==> config.mk <==
export PLATFORM = sky130hd
export DESIGN_NAME = instr_cache
export DESIGN_NICKNAME = d
export VERILOG_FILES = /design/src/rtl/instr_cache.sv
export SDC_FILE = /design/constraint.sdc
export NUM_CORES = 2
export LEC_CHECK = 0
export BUFFER_PORTS_ARGS = -buffer_cell sky130_fd_sc_hd__buf_2
export CAP_MARGIN = 5
export CORE_ASPECT_RATIO = 2
export CORE_MARGIN = 4
export CORE_UTILIZATION = 50
export DETAILED_ROUTE_END_ITERATION = 8
export GPL_TIMING_DRIVEN = 0
export PLACE_DENSITY = 0.68
export SLEW_MARGIN = 20
export SYNTH_ARGS = -nofsm -noshare
export SYNTH_HDL_FRONTEND = slang
export SYNTH_SLANG_ARGS = --single-unit
export TNS_END_PERCENT = 5
==> constraint.sdc <==
create_clock -name clk -period 3.2 [get_ports clk]
set_input_delay 0.16 -clock clk [delete_from_list [all_inputs] [get_ports clk]]
set_output_delay 0.16 -clock clk [all_outputs]
set_load 0.1 [all_outputs]
==> src/rtl/instr_cache.sv <==
// Direct-mapped, read-only instruction cache for the fetch stage.
// A miss refills one whole line from backing memory: a request/grant handshake, then an rvalid burst.
module instr_cache #(
  parameter int DATA_WIDTH     = 32,
  parameter int LINES          = 16,
  parameter int WORDS_PER_LINE = 4
) (
  input  logic                  clk,
  input  logic                  reset,
  input  logic [DATA_WIDTH-1:0] addr,
  input  logic                  flush,
  output logic [DATA_WIDTH-1:0] instr,
  output logic                  stall,
  output logic                  mem_req,
  output logic [DATA_WIDTH-1:0] mem_addr,
  input  logic                  mem_gnt,
  input  logic                  mem_rvalid,
  input  logic [DATA_WIDTH-1:0] mem_rdata
);

  localparam int WO  = $clog2(WORDS_PER_LINE);
  localparam int IW  = $clog2(LINES);
  localparam int OFS = WO + 2;
  localparam int TW  = DATA_WIDTH - IW - OFS;
  localparam logic [DATA_WIDTH-1:0] NOP       = DATA_WIDTH'(32'h0000_0013);
  localparam logic [WO-1:0]         LAST_BEAT = WO'(WORDS_PER_LINE - 1);
  localparam logic [WO-1:0]         BEAT_ONE  = WO'(1);

  typedef enum logic [1:0] {
    IDLE = 2'd0,
    REQ  = 2'd1,
    FILL = 2'd2
  } state_t;

  state_t                state_r;
  logic [LINES-1:0]      valid_r;
  logic [TW-1:0]         tag_r  [LINES];
  logic [DATA_WIDTH-1:0] data_r [LINES*WORDS_PER_LINE];
  logic [WO-1:0]         beat_r;
  logic                  flush_pend_r;
  logic                  mem_req_r;
  logic [DATA_WIDTH-1:0] mem_addr_r;

  logic [IW-1:0]         index_s;
  logic [WO-1:0]         word_s;
  logic [TW-1:0]         tag_s;
  logic [IW-1:0]         fill_index_s;
  logic [TW-1:0]         fill_tag_s;
  logic [DATA_WIDTH-1:0] line_base_s;
  logic                  hit_s;
  logic                  fill_we_s;
  logic                  fill_last_s;
  logic [1:0]            unused_addr_s;

  assign index_s       = addr[OFS +: IW];
  assign word_s        = addr[2 +: WO];
  assign tag_s         = addr[DATA_WIDTH-1 -: TW];
  assign line_base_s   = {addr[DATA_WIDTH-1:OFS], {OFS{1'b0}}};
  assign unused_addr_s = addr[1:0];

  // The latched refill address doubles as the fill target for index and tag.
  assign fill_index_s = mem_addr_r[OFS +: IW];
  assign fill_tag_s   = mem_addr_r[DATA_WIDTH-1 -: TW];
  assign fill_we_s    = (state_r == FILL) && mem_rvalid;
  assign fill_last_s  = fill_we_s && (beat_r == LAST_BEAT);

  assign mem_req  = mem_req_r;
  assign mem_addr = mem_addr_r;

  // Hit lookup, only meaningful while idle.
  always_comb begin
    hit_s = 1'b0;
    if ((state_r == IDLE) && valid_r[index_s] && (tag_r[index_s] == tag_s)) begin
      hit_s = 1'b1;
    end else begin
      hit_s = 1'b0;
    end
  end

  // Same-cycle hit response; a flush cycle stalls even on a hit since the line is going away.
  always_comb begin
    stall = 1'b1;
    instr = NOP;
    if (reset && hit_s && !flush) begin
      stall = 1'b0;
      instr = data_r[{index_s, word_s}];
    end else begin
      stall = 1'b1;
      instr = NOP;
    end
  end

  // Line storage; contents are qualified by valid_r so they need no reset.
  always_ff @(posedge clk) begin
    if (fill_we_s) begin
      data_r[{fill_index_s, beat_r}] <= mem_rdata;
    end
    if (fill_last_s) begin
      tag_r[fill_index_s] <= fill_tag_s;
    end
  end

  // Refill controller: miss detection, memory handshake, beat counting and flush handling.
  always_ff @(posedge clk or negedge reset) begin
    if (!reset) begin
      state_r      <= IDLE;
      valid_r      <= '0;
      beat_r       <= '0;
      flush_pend_r <= 1'b0;
      mem_req_r    <= 1'b0;
      mem_addr_r   <= '0;
    end else begin
      case (state_r)
        IDLE: begin
          if (flush) begin
            valid_r <= '0;
          end else if (!hit_s) begin
            mem_addr_r       <= line_base_s;
            mem_req_r        <= 1'b1;
            valid_r[index_s] <= 1'b0;
            state_r          <= REQ;
          end
        end
        REQ: begin
          if (flush) begin
            flush_pend_r <= 1'b1;
          end
          if (mem_gnt) begin
            mem_req_r <= 1'b0;
            beat_r    <= '0;
            state_r   <= FILL;
          end
        end
        FILL: begin
          if (fill_last_s) begin
            // A flush seen at any point during the refill also drops the fresh line.
            if (flush_pend_r || flush) begin
              valid_r <= '0;
            end else begin
              valid_r[fill_index_s] <= 1'b1;
            end
            flush_pend_r <= 1'b0;
            beat_r       <= '0;
            state_r      <= IDLE;
          end else begin
            if (flush) begin
              flush_pend_r <= 1'b1;
            end
            if (fill_we_s) begin
              beat_r <= beat_r + BEAT_ONE;
            end
          end
        end
        default: begin
          state_r   <= IDLE;
          mem_req_r <= 1'b0;
        end
      endcase
    end
  end

endmodule

-- Word-level counts from Yosys, hierarchy flattened
Memory sizes are Yosys's and may differ from the RTL's.
Cells that the tools add are included.
- add/sub/neg operators: 1
- magnitude comparators: 4
- equal/unequal tests: 10
- multiplexer cells: 34
- bitwise operators: 6
- reductions and logical operators: 18
- operators with widths (kind ; count):
    two-way mux 16 bit ; 4
    two-way mux 32 bit ; 1
    case mux 16 bit (2 select lines) ; 1
    equality test 24 bit ; 1
    AND 16 bit ; 1
    inverter 16 bit ; 1
    bitwise OR 16 bit ; 1
    two-way mux 1 bit ; 14
    two-way mux 2 bit ; 7
    < comparator 4 x 5 -> 1 bit (second input constant) ; 2
    AND reduction 3 bit ; 3
    demux 1 bit (select 4 bit) ; 2
    >= comparator 4 x 1 -> 1 bit (second input constant) ; 2
    logical AND 1 bit ; 8
    inequality test 2 bit (second input constant) ; 4
    AND reduction 4 bit ; 2
    inequality test 3 bit (second input constant) ; 2
    case mux 2 bit (3 select lines) ; 1
    binary-select mux 1 bit (select 4 bit) ; 1
    equality test 2 bit (second input constant) ; 2
    case mux 2 bit (2 select lines) ; 1
    nonzero test 2 bit ; 2
    inverter 1 bit ; 3
    case mux 1 bit (3 select lines) ; 1
    other kinds (6) ; 6
- bits in registers: 50
- RAM bits: 2432
- word-level logic and storage cells: 81
- memories kept: 2
- memories (name ; words ; width ; read ports ; clocked after memory_dff ; wr ports ; RTL line ; RTL):
    data_r ; 64 ; 32 ; 1 ; 0 ; 1 ; 38 ; logic [DATA_WIDTH-1:0] data_r [LINES*WORDS_PER_LINE];
    tag_r ; 16 ; 24 ; 1 ; 0 ; 1 ; 37 ; logic [TW-1:0] tag_r [LINES];

-- Longest topological paths before layout
- word-level depth: 9
- depth in mapped cells: 16
- depth with buffers taken out: 9

-- Worst setup path before layout
Ideal clock, no wire load.
- path type: input to output
- from: input addr[4]
- to: output instr[24]
- arrival time: 7.174 ns
- data required time: 3.040 ns
- path slack: -4.134 ns
- stages: 13
- buffers on the path: 4
- cell sequence: buf_2 -> buf_6 -> buf_6 -> mux4_2 -> mux2i_1 -> xor2_1 -> nor2_1 -> a2111oi_2 -> nand4_1 -> nor4_2 -> buf_4 -> nand3b_4 -> a2111oi_0
- longest elaborated chain between the ends: 8
- elaborated cells on any way between the ends: 11
- those cells by class: 1 x eq/ne; 4 x mux; 4 x reduce/logical; 2 x memory
- RTL lines (element ; RTL line ; RTL):
    from (decl) ; 10 ; input logic [DATA_WIDTH-1:0] addr,
    parallel branches: the longest is 7 deep, another holds memory (16 x 24 bit) ; -- ;
    two-way mux 32 bit * ; 84 ; if (reset && hit_s && !flush) begin
    to (decl) ; 12 ; output logic [DATA_WIDTH-1:0] instr,
Every way passes the cells marked *. The select of a mux whose other input is x is not followed.

-- Worst setup path after layout
- from: memory tag_r[10][17] (netlist name)
- to: output instr[9]
- longest elaborated chain between the ends: 7
- RTL lines (element ; RTL line ; RTL):
    from (decl) ; 37 ;
    memory (16 x 24 bit) ; -- ;
    equality test 24 bit ; 73 ; if ((state_r == IDLE) && valid_r[index_s] && (tag_r[index_s] == tag_s)) begin
    logical AND 1 bit ; 73 ;
    two-way mux 1 bit ; 73 ;
    logical AND 1 bit (2 in a row) ; 84 ;
    two-way mux 32 bit ; 84 ;
Every way passes these cells.

==> results_dict.tcl <==
set metrics [dict create \
    syn_inst 4179 \
    cts_htree_levels 4 \
    postRouteAntennaNets 0 \
    fin_nets 4868 \
    r2r_setup_slack_ns -0.55 \
    drc_errors 2 \
    cts_tree "done" \
    violations "design-rule violations, max-capacitance violations, negative setup slack" \
    synth_top_area_share_pct 76.7 \
    io_pins 135 \
    grt.overflow.total 0 \
    path_class "reg -> out" \
    dpl-instance-area_mm2 0.104 \
    synth_area_per_cell_um2 22.8 \
    fp.dieArea_mm2 0.198 \
    final_cell_area_mm2 0.113 \
    grt.total_usage_pct 34.4 \
    synth_seq_area_share_pct 78.0 \
    pwr_density_cell_mw_per_mm2 616 \
    clk-insertion-delay-late_ns 0.90 \
    r2r-start "state_r[0]" \
    fmax_mhz 206 \
    synth_edf_count 2432 \
    slew_viol_final 0 \
    gp_congestion 0.933 \
    slew_headroom_pct 0.758 \
    syn2layout_area_growth_pct 19.0 \
    dr_total_vias 53187 \
    async_reset_ff_share_pct 2.01 \
    dp_cells 7000 \
    start_util_pct 50.3 \
    coreArea_mm2 0.189 \
    port_buffers 123 \
    ff_latch_area_mm2 0.0743 \
    clock-root-buffer "clkbuf_16" \
    status "complete, but fails checks" \
    cp_data_required_time_ns 3.04 \
    grt_max_degree 65 \
    synth.area.top_cells "edfxtp_1 77%, mux4_2 15%, mux2i_1 1.3%" \
    endpoint_kind "output pin" \
    totalNegativeSetupSlack_ns -116.27 \
    synth.ff_latch_count 2482 \
    dr.pass1.iters 9 \
    antenna_found_initial 22 \
    clockBufferDepth 4 \
    period_minus_slack_ns 4.86 \
    cts.clk_slew.worst_paths_ns 0.07 \
    die_h_um 625 \
    drt_iter0_markers 9586 \
    hold_path_end "data_r[39][3]" \
    crit_arrival_ns 4.70 \
    ys_warn_count 0 \
    viasPerCell 7.12 \
    hold_viol 0 \
    cts_buffers 205 \
    yosysUniqueCellTypes 62 \
    yosysTopAreaCell "edfxtp_1" \
    worstPathCellList "mux2i_1, and2_1, o311ai_1, o211ai_1, o2bb2a_2, a211o_4, nor4_4, buf_4, buf_8, nand3b_4, buf_12, buf_16, a2111oi_4, buf_6" \
    worst_slew_pin_slew_ns 1.48 \
    setup_ws_ns -1.66 \
    synth_top_flop_cell "edfxtp_1" \
    setup_viol 393 \
    syn_area_mm2 0.0953 \
    maxCapViolCount 1 \
    cp-start-kind "flip-flop" \
    dp_hpwl_um 222000 \
    holdPathStages 1 \
    startpoint "tag_r[10][17]" \
    p_leak_nw 35.9 \
    die_w_um 317 \
    wl_um 341000 \
    grt_pass1_vias 52228 \
    vdd_drop_max_uv 502 \
    fin_crit_sh_pct 152 \
    hold_class "in -> reg" \
    stdcell_count 7465 \
    num_rows 226 \
    rsz0062_at_grt "yes" \
    post-route-util_pct 59.8 \
    grt_pass1_wl_um 453000 \
    multi_input_area_mm2 0.0214 \
    cpMaxStageDelayCell "a2111oi_4" \
    rr_worst_depth 8 \
    skew_ns 0.0820 \
    cp_slowest_stage_delay_ns 0.53 \
    drive_gt1_share_pct 34.4 \
    wl_per_cell_um 45.7 \
    rr_endpoint "data_r[15][28]" \
    hp-start "mem_rdata[3]" \
    fill_cells 12773 \
    clock-sinks 2482 \
    cp_max_fo 5 \
]
==> cells in the mapped netlist, types with 19 or more instances <==
cell / n
mux4_2: 624
mux2_2: 59
a21oi_1: 38
edfxtp_1: 2432
a22oi_1: 20
mux2i_1: 128
buf_2: 60
nand2_1: 52
nor4_1: 23
o21ai_0: 19
clkbuf_1: 109
o22ai_1: 113
buf_1: 38
nor2_1: 138
dfrtp_1: 50
==> where the power goes <==
group	leakage [nW]	switching [mW]	internal (mW)	total, mW
logic	10.4	5.10	2.11	7.21
clock network	3.07	11.7	13.0	24.7
registers	22.5	1.03	36.8	37.9
total	35.9	17.9	51.9	69.8
==> stage by stage <==
step           hold WS [ns]  setup slack, ns  power, mW
4_1_cts              0.0138            -1.56       69.3
2_1_floorplan        -0.136           -0.723       42.0
6_report             0.0401            -1.66       69.8
5_1_grt              0.0610            -1.69       71.1
3_3_place_gp          0.443            -4.61       44.3
3_5_place_dp          0.279            -3.43       45.0
==> layer usage <==
layer,up-vias,GRT usage [%],routed length [um]
met5,-,0.350,293
met4,24,28.5,37900
met3,1620,11.0,44300
met2,5114,54.6,162000
met1,27342,37.7,97000
li1,19087,-,-
==> area by class of cell <==
type | count | share of cell area [%]
diodes | 9 | 0.0199
plain buffers | 228 | 1.33
clock buffers | 247 | 4.73
clock inverters | 114 | 0.829
inverters | 7 | 0.0232
multi-input cells | 1463 | 18.9
flip-flops and latches | 2482 | 65.5
well taps | 2508 | 2.77
repair buffers | 407 | 5.90
==> critical path: cells and delay by family (launching register included) <==
kind            cells  cell delay [ns]
buf+inv             5             0.91
compound gates      5             1.88
simple gates        3             0.55
mux                 1             0.11
flops               1             0.34
==> layout by cell type, fill, tap and decap left out, types with 10 or more instances in the layout <==
master,netlist,routed
buf_16,0,95
mux2_4,0,23
mux2i_1,128,122
clkinv_2,0,39
clkbuf_1,109,66
o22ai_1,113,113
nand2_1,52,35
buf_2,60,127
clkbuf_16,0,211
a22oi_1,20,20
dlygate4sd3_1,0,54
xnor2_1,18,15
nor2_1,138,41
a221oi_1,10,10
nand4_1,11,11
clkbuf_4,0,16
mux2_2,59,36
xor2_1,12,11
buf_12,0,136
nor2_4,0,94
mux4_2,624,624
a2bb2oi_1,17,15
edfxtp_1,2432,2432
nand3_1,15,10
nor2b_1,16,14
a21oi_1,38,37
dfrtp_1,50,50
buf_4,16,75
o21ai_0,19,18
nor4_1,23,18
clkbuf_2,0,58
buf_6,7,12
nor3_1,14,11
clkinvlp_4,0,13
buf_8,0,15
bufinv_16,0,13
clkinv_1,0,38
==> kinds of logic (layout without fill, tap and decap cells) <==
logic type,Yosys count,count (layout),synth area share (%)
simple gates,315,315,1.57
other cells,1,13,0.00394
compound gates,298,298,2.19
flops,2482,2482,78.0
xor+xnor,30,30,0.276
fa+ha+maj,5,5,0.0657
buf+inv,237,1003,1.13
mux,811,811,16.8
==> state kept, by name, indices dropped and copies added, names as in the netlist <==
name / count
valid_r: 16
flush_pend_r: 1
state_r: 2
mem_req: 1
beat_r: 2
tag_r: 384
mem_addr: 28
data_r: 2048
==> how the worst max path moves through the flow <==
stage,to,slack [ns],depth (start not counted)
floorplan,instr[6],-0.72,11
global placement,instr[29],-4.61,13
detailed placement,instr[20],-3.43,13
CTS,instr[19],-1.56,14
global route,instr[24],-1.69,13
finish,instr[9],-1.66,14
==> what timing repair did <==
item,4_1_cts,5_1_grt
gates cloned,5,0
pin swaps,30,22
setup buffers,28,7
gates resized for setup,307,70
setup endpoints to repair,2151,506
hold buffers,32,23
hold endpoints to repair,147,1472
No activity file was read; power rests on OpenSTA's default activity.
